<file path="config.mk">
export PLATFORM = sky130hd
export DESIGN_NAME = usb_tx
export DESIGN_NICKNAME = d
export VERILOG_FILES = /design/src/rtl/usb_pkg.sv /design/src/rtl/usb_tx_encoder.sv /design/src/rtl/usb_tx.sv
export SDC_FILE = /design/constraint.sdc
export NUM_CORES = 1
export LEC_CHECK = 0
export BUFFER_PORTS_ARGS = -buffer_cell sky130_fd_sc_hd__buf_2
export CORE_UTILIZATION = 40
export CTS_CLUSTER_SIZE = 20
export DETAILED_ROUTE_END_ITERATION = 7
export HOLD_SLACK_MARGIN = 0.02
export PLACE_DENSITY_LB_ADDON = 0.1
export REMOVE_ABC_BUFFERS = 1
export SETUP_SLACK_MARGIN = 0.15
export SYNTH_ARGS = -nofsm -noshare
export SYNTH_HDL_FRONTEND = slang
export SYNTH_SLANG_ARGS = --single-unit
</file>
<file path="constraint.sdc">
create_clock -name clk -period 7.1 [get_ports clk]
set_input_delay 0.71 -clock clk [delete_from_list [all_inputs] [get_ports clk]]
set_output_delay 0.71 -clock clk [all_outputs]
set_load 0.02 [all_outputs]
</file>
<file path="src/rtl/usb_pkg.sv">
// usb_pkg: shared types and constants for the USB full-speed transmitter.
// Holds the tx_packet command encoding, the FSM state enum, the encoder
// line-mode enum, PID/SYNC byte constants and the CRC16 parameters.
package usb_pkg;

    typedef enum logic [2:0] {
        PKT_NONE  = 3'd0,
        PKT_DATA0 = 3'd1,
        PKT_DATA1 = 3'd2,
        PKT_ACK   = 3'd3,
        PKT_NAK   = 3'd4,
        PKT_STALL = 3'd5
    } tx_pkt_e;

    typedef enum logic [2:0] {
        ST_IDLE, ST_SYNC, ST_PID, ST_DATA, ST_CRC, ST_EOP, ST_EOP_J
    } tx_state_e;

    // What the encoder drives for the next bit time.
    typedef enum logic [1:0] {
        LINE_DATA = 2'd0,
        LINE_SE0  = 2'd1,
        LINE_J    = 2'd2
    } line_mode_e;

    localparam logic [7:0]  SYNC_BYTE  = 8'h80;
    localparam logic [7:0]  PID_DATA0  = 8'hC3;
    localparam logic [7:0]  PID_DATA1  = 8'h4B;
    localparam logic [7:0]  PID_ACK    = 8'hD2;
    localparam logic [7:0]  PID_NAK    = 8'h5A;
    localparam logic [7:0]  PID_STALL  = 8'h1E;
    localparam logic [15:0] CRC16_POLY = 16'h8005;
    localparam logic [15:0] CRC16_INIT = 16'hFFFF;

    function automatic logic [7:0] pid_byte(input logic [2:0] pkt);
        case (pkt)
            PKT_DATA0: return PID_DATA0;
            PKT_DATA1: return PID_DATA1;
            PKT_ACK:   return PID_ACK;
            PKT_NAK:   return PID_NAK;
            PKT_STALL: return PID_STALL;
            default:   return 8'h00;
        endcase
    endfunction

    function automatic logic is_data(input logic [2:0] pkt);
        return (pkt == PKT_DATA0) || (pkt == PKT_DATA1);
    endfunction

endpackage

</file>
<file path="src/rtl/usb_tx_encoder.sv">
// usb_tx_encoder: bit-time pacing, bit stuffing, NRZI and SE0/J line driver.
//   clk, rst      clock, async active-high reset (lines go to J)
//   valid_i       FSM has a bit (or line state) ready for the next bit time
//   bit_i         data bit, used when mode_i is LINE_DATA
//   mode_i        LINE_DATA / LINE_SE0 / LINE_J
//   stuff_en_i    count ones and stuff after six (PID, DATA, CRC)
//   consumed_o    the presented bit was taken this cycle (not on stuffed bits)
//   bit_end_o     last cycle of the bit currently on the line
//   dplus_o/dminus_o registered line outputs
module usb_tx_encoder
    import usb_pkg::*;
#(
    parameter int CLKS_PER_BIT = 8
) (
    input  logic       clk,
    input  logic       rst,
    input  logic       valid_i,
    input  logic       bit_i,
    input  logic [1:0] mode_i,
    input  logic       stuff_en_i,
    output logic       consumed_o,
    output logic       bit_end_o,
    output logic       dplus_o,
    output logic       dminus_o
);

    localparam int CW = $clog2(CLKS_PER_BIT);
    localparam logic [CW-1:0] LAST = CW'(CLKS_PER_BIT - 1);

    logic          busy_q, busy_d;
    logic [CW-1:0] cnt_q, cnt_d;
    logic [2:0]    ones_q, ones_d;
    logic          dp_q, dp_d, dm_q, dm_d;
    logic          load, stuff_now, tx_bit;

    always_comb begin
        bit_end_o  = busy_q && (cnt_q == LAST);
        // A new bit goes on the line either from idle or exactly at a bit boundary.
        load       = valid_i && (!busy_q || bit_end_o);
        stuff_now  = stuff_en_i && (mode_i == LINE_DATA) && (ones_q == 3'd6);
        consumed_o = load && !stuff_now;
        tx_bit     = stuff_now ? 1'b0 : bit_i;

        busy_d = busy_q;
        cnt_d  = cnt_q;
        ones_d = ones_q;
        dp_d   = dp_q;
        dm_d   = dm_q;
        if (busy_q)    cnt_d  = cnt_q + 1'b1;
        if (bit_end_o) busy_d = 1'b0;
        if (load) begin
            busy_d = 1'b1;
            cnt_d  = '0;
            case (mode_i)
                LINE_SE0: begin dp_d = 1'b0; dm_d = 1'b0; ones_d = '0; end
                LINE_J:   begin dp_d = 1'b1; dm_d = 1'b0; ones_d = '0; end
                default: begin
                    // NRZI: a 0 swaps J/K, a 1 holds the line.
                    if (!tx_bit) begin
                        dp_d = ~dp_q;
                        dm_d = dp_q;
                    end
                    ones_d = (stuff_en_i && tx_bit) ? ones_q + 3'd1 : 3'd0;
                end
            endcase
        end
    end

    always_ff @(posedge clk or posedge rst) begin
        if (rst) begin
            busy_q <= 1'b0;
            cnt_q  <= '0;
            ones_q <= '0;
            dp_q   <= 1'b1;
            dm_q   <= 1'b0;
        end else begin
            busy_q <= busy_d;
            cnt_q  <= cnt_d;
            ones_q <= ones_d;
            dp_q   <= dp_d;
            dm_q   <= dm_d;
        end
    end

    assign dplus_o  = dp_q;
    assign dminus_o = dm_q;

endmodule

</file>
<file path="src/rtl/usb_tx.sv">
// usb_tx: USB full-speed packet transmitter (SYNC, PID, payload, CRC16, EOP).
//   clk, rst              clock, async active-high reset
//   tx_packet             command (1 DATA0, 2 DATA1, 3 ACK, 4 NAK, 5 STALL)
//   buffer_occupancy      payload bytes waiting in the data buffer
//   tx_packet_data        buffer byte, valid the cycle after a fetch pulse
//   get_tx_packet_data    one-cycle fetch pulse for the next payload byte
//   tx_transfer_active    high while a packet is in flight
//   tx_error              one-cycle pulse on a rejected command
//   dplus_out, dminus_out USB line outputs
module usb_tx
    import usb_pkg::*;
#(
    parameter int CLKS_PER_BIT = 8,
    parameter int MAX_BYTES    = 64
) (
    input  logic       clk,
    input  logic       rst,
    input  logic [2:0] tx_packet,
    input  logic [6:0] buffer_occupancy,
    input  logic [7:0] tx_packet_data,
    output logic       get_tx_packet_data,
    output logic       tx_transfer_active,
    output logic       tx_error,
    output logic       dplus_out,
    output logic       dminus_out
);

    localparam logic [6:0] MAXB = 7'(MAX_BYTES);

    tx_state_e   state_q, state_d;
    logic [2:0]  pkt_q, pkt_d;
    logic [6:0]  left_q, left_d;
    logic [3:0]  bit_q, bit_d;
    logic [15:0] crc_q, crc_d;
    logic        jsent_q, jsent_d;
    logic        get_q, get_d, get_dly_q;
    logic        err_q, err_d;
    logic [7:0]  byte_q, data_cur, pid_w;

    logic       enc_valid, enc_bit, enc_stuff, consumed, bit_end;
    logic [1:0] enc_mode;

    usb_tx_encoder #(.CLKS_PER_BIT(CLKS_PER_BIT)) u_enc (
        .clk        (clk),
        .rst        (rst),
        .valid_i    (enc_valid),
        .bit_i      (enc_bit),
        .mode_i     (enc_mode),
        .stuff_en_i (enc_stuff),
        .consumed_o (consumed),
        .bit_end_o  (bit_end),
        .dplus_o    (dplus_out),
        .dminus_o   (dminus_out)
    );

    always_comb begin
        // Bypass so a byte arriving in the same cycle as its first bit's load
        // is still used (matters only for very small CLKS_PER_BIT).
        data_cur  = get_dly_q ? tx_packet_data : byte_q;
        pid_w     = pid_byte(pkt_q);
        enc_valid = (state_q != ST_IDLE) && !(state_q == ST_EOP_J && jsent_q);
        enc_bit   = 1'b0;
        enc_mode  = LINE_DATA;
        enc_stuff = 1'b0;

        state_d = state_q;
        pkt_d   = pkt_q;
        left_d  = left_q;
        bit_d   = bit_q;
        crc_d   = crc_q;
        jsent_d = jsent_q;
        get_d   = 1'b0;
        err_d   = 1'b0;

        case (state_q)
            ST_IDLE: begin
                if (tx_packet > 3'd5 || (is_data(tx_packet) && buffer_occupancy > MAXB)) begin
                    err_d = 1'b1;
                end else if (tx_packet != 3'd0) begin
                    state_d = ST_SYNC;
                    pkt_d   = tx_packet;
                    left_d  = is_data(tx_packet) ? buffer_occupancy : 7'd0;
                    bit_d   = '0;
                    crc_d   = CRC16_INIT;
                    jsent_d = 1'b0;
                end
            end
            ST_SYNC: begin
                enc_bit = SYNC_BYTE[bit_q[2:0]];
                if (consumed) begin
                    bit_d = bit_q + 4'd1;
                    if (bit_q == 4'd7) begin
                        bit_d   = '0;
                        state_d = ST_PID;
                    end
                end
            end
            ST_PID: begin
                enc_bit   = pid_w[bit_q[2:0]];
                enc_stuff = 1'b1;
                if (consumed) begin
                    bit_d = bit_q + 4'd1;
                    if (bit_q == 4'd7) begin
                        bit_d = '0;
                        if (!is_data(pkt_q))   state_d = ST_EOP;
                        else if (left_q == 0)  state_d = ST_CRC;
                        else begin
                            state_d = ST_DATA;
                            get_d   = 1'b1;
                        end
                    end
                end
            end
            ST_DATA: begin
                enc_bit   = data_cur[bit_q[2:0]];
                enc_stuff = 1'b1;
                if (consumed) begin
                    crc_d = {crc_q[14:0], 1'b0} ^ ((crc_q[15] ^ enc_bit) ? CRC16_POLY : 16'h0000);
                    bit_d = bit_q + 4'd1;
                    if (bit_q == 4'd7) begin
                        bit_d  = '0;
                        left_d = left_q - 7'd1;
                        if (left_q == 7'd1) state_d = ST_CRC;
                        else                get_d   = 1'b1;
                    end
                end
            end
            ST_CRC: begin
                enc_bit   = ~crc_q[15];
                enc_stuff = 1'b1;
                if (consumed) begin
                    crc_d = {crc_q[14:0], 1'b0};
                    bit_d = bit_q + 4'd1;
                    if (bit_q == 4'd15) begin
                        bit_d   = '0;
                        state_d = ST_EOP;
                    end
                end
            end
            ST_EOP: begin
                enc_mode = LINE_SE0;
                if (consumed) begin
                    bit_d = bit_q + 4'd1;
                    if (bit_q == 4'd1) begin
                        bit_d   = '0;
                        state_d = ST_EOP_J;
                    end
                end
            end
            ST_EOP_J: begin
                enc_mode = LINE_J;
                if (consumed) jsent_d = 1'b1;
                // The packet ends when the J bit itself has run its full time.
                if (jsent_q && bit_end) state_d = ST_IDLE;
            end
            default: state_d = ST_IDLE;
        endcase
    end

    always_ff @(posedge clk or posedge rst) begin
        if (rst) begin
            state_q   <= ST_IDLE;
            pkt_q     <= '0;
            left_q    <= '0;
            bit_q     <= '0;
            crc_q     <= CRC16_INIT;
            jsent_q   <= 1'b0;
            get_q     <= 1'b0;
            get_dly_q <= 1'b0;
            err_q     <= 1'b0;
            byte_q    <= '0;
        end else begin
            state_q   <= state_d;
            pkt_q     <= pkt_d;
            left_q    <= left_d;
            bit_q     <= bit_d;
            crc_q     <= crc_d;
            jsent_q   <= jsent_d;
            get_q     <= get_d;
            get_dly_q <= get_q;
            err_q     <= err_d;
            if (get_dly_q) byte_q <= tx_packet_data;
        end
    end

    assign get_tx_packet_data = get_q;
    assign tx_transfer_active = (state_q != ST_IDLE);
    assign tx_error           = err_q;

endmodule

</file>
==> metrics.md, run 1 <==
| Metric | Value |
|---|---|
| Status | complete, no violations |
| Most frequent cells in the layout | dfrtp_1 (37), buf_2 (24), nor2_1 (18), nand2_1 (18), dfstp_2 (17) |
| Relative slew slack | 43.7% |
| CP max FO | 16 |
| CTS buffer count | 5 |
| Final core utilization | 44.9% |
| Vias after detailed routing | 2,325 |
| Layout area overhead | 8.97% |
| Synthesis Warnings | 0 |
| WL/cell | 15.0 um |
| Synth Register Bits | 54 |
| Top FF cell, synth | dfrtp_1 |
| TritonCTS Sinks | 54 |
| Pwr dens | 384 nW/um^2 |
| Share of cells above drive strength 1 | 26.1% |
| Initial Utilization | 41.2% |
| Core Footprint | 7690 um^2 |
| DRC | 0 |
| F_max | 0.350 GHz |
| Most common cell after layout, fill and taps aside | dfrtp_1 |
| Pwr Total | 1.33 mW |
| Vias/cell | 5.54 |
| Required @ worst endpoint | 7.34 ns |
| Leak pwr | 1.45 nW |
| Initial antenna violation count | 0 |
| Die ar. | 8280 um^2 |
| Grt ovf | 0 |
| Initial DRC Count | 87 |
| Register area share after synthesis | 43.3% |
| Die Ht | 91.0 um |
| Clk slew on worst S/H paths | 0.10 ns |
| Critical path arrival | 3.10 ns |
| Top cells by area, synth | dfrtp_1 (29%), dfstp_2 (14%), ha_1 (5.1%), mux2_2 (3.9%), o22a_1 (3.6%) |
| Post-Layout Cell Count | 420 |
| I/O pins | 25 |
| Dpl hpwl | 4370 um |
| Synthesized instance count | 299 |
| Port Buffers | 24 |
| Yosys cell types | 68 |
| Period minus WS final | 2.86 ns |
| Max Slew Vio Count | 0 |
| Post-placement worst setup slack | 4.12 ns |
| Reg2Reg Depth | 9 |
| Fillers | 728 |
| Root buf cell | clkbuf_8 |
| Post-CTS Hold Buffers | 0 |
| Detail Route Antenna Nets | 0 |
| Cts repair resizes | 0 |
| Actual slew at the worst max-slew pin | 0.838 ns |
| Top cell type's share of synthesized area | 29.2% |
| Critical Path Sink | crc_q[15] |
| 1st-pass router iterations | 5 |
| Die width | 91.0 um |
| Clock Tree Buf Depth | 2 |
| Worst-Skew Late Latency | 0.31 ns |
| Final setup viols | 0 |
| CP startpoint kind | register |
| Routability Congestion | 0.783 |
| Final critical-path share of the clock period | 40.2% |
| WS Path Type | reg2reg |
| NumNets Final | 350 |
| Antenna diodes | 0 |
| Number of flops mapped to enable cells by yosys | 0 |
| R2R Setup Slk | 4.24 ns |
| Max cap viols | 0 |
| Clock skew | 0.00444 ns |
| Final hold vios | 0 |
| Largest net degree at the start of global routing | 55 |
| First-pass GRT wire length | 11,200 um |
| Total Wirelength | 6290 um |
| Vias in the first global route | 2,343 |
| FF-to-FF Start | state_q[0] |
| Gr usage total | 16.8% |
| Mapped Avg Cell Area | 10.6 um^2 |
| Final WS setup | 4.24 ns |
| Synth area leader | dfrtp_1 |
| Total Neg Setup Slack | 0 ns |
| CP Capture Type | register |
| Htree depth | 2 |
| Cell Rows | 32 |
| Async set or reset register ratio after synthesis | 100% |
| Worst r2r dst | crc_q[15] |
| Mapped Area | 3170 um^2 |
| Cell Count Post-Placement | 412 |
| Post-CTS Setup Bufs | 0 |
| RSZ-0062 raised after global routing | no |
| Critical path startpoint | state_q[0] |
| Worst min path class | reg2reg |
| Peak VDD IR | 0.136 mV |
| CTS tree | yes |
-- per-stage QoR --
step           cell area, um^2  hold slack [ns]
2_1_floorplan             3100            0.457
3_3_place_gp              3360            0.379
3_5_place_dp              3360            0.377
4_1_cts                   3450            0.401
5_1_grt                   3450            0.407
6_report                  3450            0.390
-- layer usage --
layer  global-route usage (%)  vias to the layer above  part of all wire (%)
met2                     27.0                       27                    47
met3                     2.60                        4                   2.1
met5                        0                        -                     0
met1                     23.5                     1143                    50
li1                         -                     1151                     -
met4                     4.63                        0                  0.91
-- report_power, final --
| part | leakage, nW | total, mW | switching (mW) | internal [mW] |
|---|---|---|---|---|
| registers | 0.661 | 0.567 | 0.129 | 0.438 |
| logic | 0.738 | 0.575 | 0.321 | 0.254 |
| clock network | 0.0515 | 0.183 | 0.104 | 0.0790 |
| total | 1.45 | 1.33 | 0.554 | 0.771 |
-- layout make-up --
| type | instances | area [um^2] | area share [%] |
|---|---|---|---|
| multi-input cells | 216 | 1670 | 48.5 |
| flip-flops and latches | 54 | 1370 | 39.8 |
| repair buffers | 25 | 128 | 3.70 |
| well taps | 102 | 128 | 3.70 |
| clock buffers | 6 | 82.6 | 2.39 |
| inverters | 15 | 56.3 | 1.63 |
| clock inverters | 2 | 11.3 | 0.326 |
-- worst min path at each step --
stage | start | endpoint | slack [ns] | depth (start not counted)
after global placement | get_tx_packet_data | get_dly_q | 0.38 | 0
after CTS | get_tx_packet_data | get_dly_q | 0.40 | 0
after detailed placement | get_tx_packet_data | get_dly_q | 0.38 | 0
final | get_tx_packet_data | get_dly_q | 0.39 | 0
after floorplan | left_q[3] | left_q[3] | 0.46 | 1
after global routing | get_tx_packet_data | get_dly_q | 0.41 | 0
-- synthesized netlist by cell type, drive strengths merged (2+ instances only) --
cell      n
a21oi    17
a22oi     6
a31oi     3
a32o      2
and2      2
and3      4
buf       5
clkbuf    9
dfrtp    37
dfstp    17
ha       13
inv      15
mux2     15
mux2i     4
mux4      4
nand2    19
nand2b    5
nand3     9
nand3b    5
nand4     2
nor2     18
nor2b     6
nor3      8
nor3b     3
o21a      2
o21ai    12
o221a     2
o22a     13
o22ai     3
o2bb2ai   7
o31ai     3
or3b      2
or4       2
xnor2     2
xor2      2
-- registers in the layout, indices dropped and copies added, names as in the netlist --
signal              count
left_q                  7
tx_error                1
jsent_q                 1
get_tx_packet_data      1
get_dly_q               1
pkt_q                   3
u_enc.ones_q            3
u_enc.busy_q            1
bit_q                   4
u_enc.dminus_o          1
u_enc.cnt_q             3
u_enc.dplus_o           1
state_q                 3
crc_q                  16
byte_q                  8
-- logic make-up after synthesis --
family | after synthesis | synth area share, %
compound gates | 84 | 20.8
xor+xnor | 4 | 1.11
fa+ha+maj | 14 | 5.45
simple gates | 91 | 16.0
buf+inv | 29 | 3.83
flops | 54 | 43.3
mux | 23 | 9.44
-- worst max-delay path: stages, from the launching register on --
cell	delay [ns]
dfrtp_1	0.60
inv_1	0.20
nand3_1	0.22
ha_1	0.19
nand3_1	0.08
a21oi_2	0.27
nor3_2	0.13
nand2_1	0.42
nand2_2	0.32
o221a_2	0.36
Note: power is estimated with default switching activity, not from simulation.
==> run 2: changes to the inputs <==
ABC_AREA = 1   (was unset)
clock period = 2.37 ns   (was 7.1 ns; I/O delays follow)
==> metrics.md, run 2 <==
| Metric | Value |
|---|---|
| Fillers | 787 |
| CTS buffer count | 5 |
| Vias in the first global route | 2,548 |
| Most frequent cells in the layout | nand2_1 (108), inv_1 (65), dfrtp_1 (37) |
| Relative slew slack | 54.7% |
| Pwr Total | 4.00 mW |
| FF-to-FF Start | u_enc.cnt_q[0] |
| Peak VDD IR | 0.432 mV |
| Top cells by count, synth | nand2_1 (108), inv_1 (66), dfrtp_1 (37), nor2_1 (34), nand3_1 (29) |
| Clock Tree Buf Depth | 2 |
| Detail Route Antenna Nets | 0 |
| Die width | 91.1 um |
| Register with the most flip-flops | crc_q |
| Clk slew on worst S/H paths | 0.11 ns |
| Final critical-path share of the clock period | 84.4% |
| WL/cell | 12.0 um |
| Port Buffers | 24 |
| Die ar. | 8300 um^2 |
| Initial Utilization | 41.3% |
| Reg2Reg Depth | 10 |
| Synth area leader | dfrtp_1 |
| 1st-pass router iterations | 4 |
| Top cells by area, synth | dfrtp_1 (29%), dfstp_2 (14%), nand2_1 (13%), inv_1 (7.8%), ha_1 (5.1%) |
| RSZ-0062 raised after global routing | yes |
| Vias after detailed routing | 2,635 |
| WS Path Type | reg2reg |
| Cell Rows | 32 |
| Total Wirelength | 6610 um |
| Largest net degree at the start of global routing | 55 |
| Actual slew at the worst max-slew pin | 0.679 ns |
| Final setup viols | 0 |
| Antenna diodes | 0 |
| Synth Register Bits | 54 |
| Grt ovf | 0 |
| Mapped Area | 3170 um^2 |
| F_max | 0.500 GHz |
| Yosys cell types | 37 |
| Initial antenna violation count | 0 |
| Vias/cell | 4.80 |
| Top cell type's share of synthesized area | 29.2% |
| Clock skew | 0.00930 ns |
| Period minus WS final | 2.00 ns |
| Async set or reset register ratio after synthesis | 100% |
| Number of flops mapped to enable cells by yosys | 0 |
| Final hold vios | 0 |
| TritonCTS Sinks | 54 |
| Top FF cell, synth | dfrtp_1 |
| NumNets Final | 479 |
| Synthesis Warnings | 0 |
| Post-CTS Hold Buffers | 0 |
| Critical path arrival | 2.21 ns |
| Max reg flops | 16 |
| Core Footprint | 7690 um^2 |
| Root buf cell | clkbuf_8 |
| CP max FO | 13 |
| R2R Setup Slk | 0.37 ns |
| Initial DRC Count | 107 |
| Leak pwr | 1.85 nW |
| Register area share after synthesis | 43.2% |
| Share of cells above drive strength 1 | 19.5% |
| Pwr dens | 1120 nW/um^2 |
| Gr usage total | 17.4% |
| Layout area overhead | 12.4% |
| Max Slew Vio Count | 0 |
| Status | complete, no violations |
| DRC | 0 |
| Worst r2r dst | left_q[5] |
| Synthesized instance count | 415 |
| Seq. cell area | 1370 um^2 |
| Count leader, synth | nand2_1 |
| Routability Congestion | 0.835 |
| CP startpoint kind | register |
| Worst-Skew Late Latency | 0.32 ns |
| Required @ worst endpoint | 2.58 ns |
| Htree depth | 2 |
| Final core utilization | 46.4% |
| Die Ht | 91.1 um |
| I/O pins | 25 |
| Multi-input logic area | 1510 um^2 |
| CTS tree | yes |
| Total Neg Setup Slack | 0 ns |
| Mapped Avg Cell Area | 7.65 um^2 |
| CP Capture Type | register |
| Worst min path class | in2async |
| Dpl hpwl | 4900 um |
| Biggest regs | crc_q: 16 flops, byte_q: 8 flops, left_q: 7 flops |
| Most common cell after layout, fill and taps aside | nand2_1 |
| First-pass GRT wire length | 11,700 um |
| Max cap viols | 0 |
| Critical path startpoint | u_enc.cnt_q[0] |
==> run 2: changes by cell type in the layout (fill, tap and decap cells not counted), moves of 7 or more <==
cell,change
inv_1,+51
mux2_2,-11
nand2_1,+90
nand3_1,+19
nor2_1,+15
o21ai_0,+11
o22a_1,-13
o2bb2ai_1,-7
==> run 2: critical path: stages, from the launching register on <==
cell	delay, ns
dfrtp_1	0.41
ha_1	0.21
ha_1	0.21
nor2_1	0.30
nor2_8	0.09
nand2_4	0.17
inv_2	0.06
nand3_2	0.13
nand2_4	0.13
nor2_1	0.15
a21oi_2	0.04
==> run 2: final cells by class <==
class	instances	area share [%]
Timing Repair Buffer	30	4.98
Tap cell	102	3.58
Sequential cell	54	38.5
Clock buffer	6	2.63
Inverter	71	7.54
Multi-Input combinational cell	284	42.3
Clock inverter	2	0.491
==> run 2: what timing repair did <==
item / 4_1_cts / 5_1_grt
endpoints found under the setup margin: 0 / 15
gates resized for setup: 0 / 3
setup buffers: 0 / 2
==> run 2: worst max path at each step <==
stage / endpoint / slack, ns / cells past startpoint
after detailed placement: crc_q[2] / 0.28 / 12
after CTS: left_q[5] / 0.27 / 10
final: left_q[5] / 0.37 / 10
after global placement: left_q[5] / 0.34 / 10
after floorplan: left_q[5] / 0.53 / 10
after global routing: crc_q[2] / 0.11 / 13
==> run 2: where the power goes <==
part	leakage [nW]	switching [mW]	internal, mW
clock	0.0573	0.337	0.281
combinational	1.15	1.30	0.713
sequential	0.639	0.213	1.15
total	1.85	1.85	2.15
==> run 2: metal layers <==
metal	wire, um	global-route usage, %	part of all wire, %	vias up
met3	212	2.43	3.2	7
li1	-	-	-	1378
met5	0	0	0	-
met2	3120	29.2	47	39
met4	83	4.76	1.3	0
met1	3190	23.6	48	1211
==> run 2: cells by family after synthesis <==
group | after synthesis | synth area share, %
buffers and inverters | 77 | 9.62
adder cells (fa/ha/maj) | 13 | 5.12
XOR/XNOR | 6 | 1.66
AND/OR/NAND/NOR | 202 | 28.3
flip-flops | 54 | 43.2
AO/OA/AOI/OAI | 63 | 12.0
==> run 2: stage by stage <==
stage | cells | worst slack (ns) | hold WS, ns | cell area, um^2
global route | 549 | 0.114 | 0.156 | 3570
CTS | 547 | 0.272 | 0.119 | 3530
finish | 549 | 0.371 | 0.0960 | 3570
global placement | 539 | 0.339 | 0.358 | 3420
floorplan | 409 | 0.526 | 0.373 | 3140
detailed placement | 539 | 0.284 | 0.381 | 3420
==> run 3: changes to the inputs <==
ABC_AREA = 0   (was 1)
clock period = 1.94 ns   (was 2.37 ns; I/O delays follow)
==> metrics.md, run 3 (synthesis gave the netlist of run 1 again) <==
| Metric | Value |
|---|---|
| Final Cell Area | 4270 um^2 |
| Layout area overhead | 35.0% |
| Placed cell areas | 3860 um^2 |
| Required @ worst endpoint | 2.14 ns |
| Vias in the first global route | 2,591 |
| Port Buffers | 24 |
| Final WS setup | -0.324 ns |
| WL/cell | 14.1 um |
| GRT Max-Usage Layer | met2 |
| First-pass GRT wire length | 11,900 um |
| CTS tree | yes |
| Worst min path class | in2reg |
| RSZ-0062 raised after global routing | yes |
| Max reg flops | 16 |
| Worst-Skew Late Latency | 0.31 ns |
| TritonCTS Sinks | 54 |
| Routability Congestion | 0.815 |
| Antenna diodes | 0 |
| Initial antenna violation count | 0 |
| Die width | 91.0 um |
| Root buf cell | clkbuf_8 |
| WS Path Type | reg2reg |
| Cell Count Post-Placement | 476 |
| Most common cell after layout, fill and taps aside | buf_4 |
| Pwr dens | 1450 nW/um^2 |
| Initial Utilization | 41.2% |
| Detail Route Antenna Nets | 0 |
| Post-Layout Cell Count | 501 |
| Die ar. | 8280 um^2 |
| Grt ovf | 0 |
| Dpl hpwl | 4970 um |
| CTS buffer count | 5 |
| Actual slew at the worst max-slew pin | 0.487 ns |
| Initial DRC Count | 108 |
| Final setup viols | 38 |
| Multi-input logic area | 1800 um^2 |
| CP Capture Type | register |
| 1st-pass router iterations | 4 |
| Clock skew | 0.00655 ns |
| Status | finished, violations left |
| DRC | 0 |
| Max cap viols | 0 |
| Final hold vios | 0 |
| Met1 Use GR | 24.0% |
| Seq. cell area | 1370 um^2 |
| Peak VDD IR | 0.695 mV |
| Clk slew on worst S/H paths | 0.10 ns |
| Fillers | 710 |
| Relative slew slack | 67.3% |
| Max Slew Vio Count | 0 |
| Biggest regs | crc_q: 16 flops, byte_q: 8 flops, left_q: 7 flops |
| Total Neg Setup Slack | -4.77 ns |
| Critical path arrival | 2.47 ns |
| Most frequent cells in the layout | buf_4 (65), dfrtp_1 (37), buf_2 (23) |
| Share of cells above drive strength 1 | 47.4% |
| R2R Setup Slk | -0.32 ns |
| Grt met3 use | 2.51% |
| Die Ht | 91.0 um |
| I/O pins | 25 |
| Pwr Total | 6.20 mW |
| F_max | 0.442 GHz |
| Period minus WS final | 2.26 ns |
| Htree depth | 2 |
| Final critical-path share of the clock period | 117% |
| Clock Tree Buf Depth | 2 |
| Violated checks | setup timing |
| Vias after detailed routing | 2,594 |
| Core Footprint | 7690 um^2 |
| Register with the most flip-flops | crc_q |
| Cell Rows | 32 |
| Met2 usage | 29.8% |
| NumNets Final | 431 |
| Total Wirelength | 7050 um |
| CP max FO | 6 |
| Leak pwr | 1.90 nW |
| CP startpoint kind | register |
| Largest net degree at the start of global routing | 55 |
| Vias/cell | 5.18 |
| Gr usage total | 17.6% |
-- run 3: changes by cell type in the layout (fill, tap and decap cells not counted), moves of 6 or more --
cell,previous run,this run
inv_1,65,13
nor3_1,13,5
nor2b_1,0,6
nand3_1,28,6
buf_6,0,12
o2bb2ai_1,0,7
o21ai_0,22,11
mux2_2,0,11
nand2_1,108,13
nor2_1,33,17
buf_4,5,65
o22a_1,0,13
-- run 3: repair_timing --
action                     4_1_cts  5_1_grt
gates resized for setup         38       12
hold endpoints to repair        37        0
hold buffers                     1        0
pin swaps                        8        5
buffers inserted                 7        9
setup endpoints to repair       40       41
-- run 3: metrics by stage --
step,hold slack (ns),setup slack (ns),util [%]
2_1_floorplan,0.326,-0.631,-
3_3_place_gp,0.272,-0.372,50.2
3_5_place_dp,0.274,-0.411,50.2
4_1_cts,0.113,-0.419,54.2
5_1_grt,0.107,-0.411,55.6
6_report,0.124,-0.324,55.6
-- run 3: cell type report --
class	count	area share, %
Multi-Input combinational cell	216	42.2
Sequential cell	54	32.1
Timing Repair Buffer	106	19.3
Tap cell	102	2.99
Clock buffer	5	1.61
Inverter	15	1.32
Clock inverter	3	0.556
-- run 3: final timing paths --
path                               startpoint            to  cells after the start
min reg2reg                get_tx_packet_data     get_dly_q                      0
max                                state_q[1]    state_q[0]                      7
min in group asynchronous                 rst  u_enc.busy_q                      4
max in group asynchronous                 rst      crc_q[0]                      4
min                         tx_packet_data[2]     byte_q[2]                      2
max reg2reg                        state_q[1]    state_q[0]                      7
-- run 3: critical path: stages (launching register included) --
cell and delay, ns:
dfrtp_1 0.41, buf_6 0.14, and3_4 0.16, o21a_4 0.19, or3_4 0.40, a2111oi_4 0.33, a21boi_2 0.23, mux2_4 0.30
-- run 3: layer usage --
layer	wire (um)	part of all wire (%)	vias up
met5	0	0	-
met4	70	0.99	0
met3	118	1.7	7
met2	3350	48	23
met1	3510	50	1253
li1	-	-	1311
-- run 3: where the power goes --
group          total (mW)  leakage [nW]  internal, mW  switching (mW)
clock               0.660        0.0491         0.263           0.397
combinational        3.64          1.19          1.91            1.73
sequential           1.90         0.661          1.62           0.280
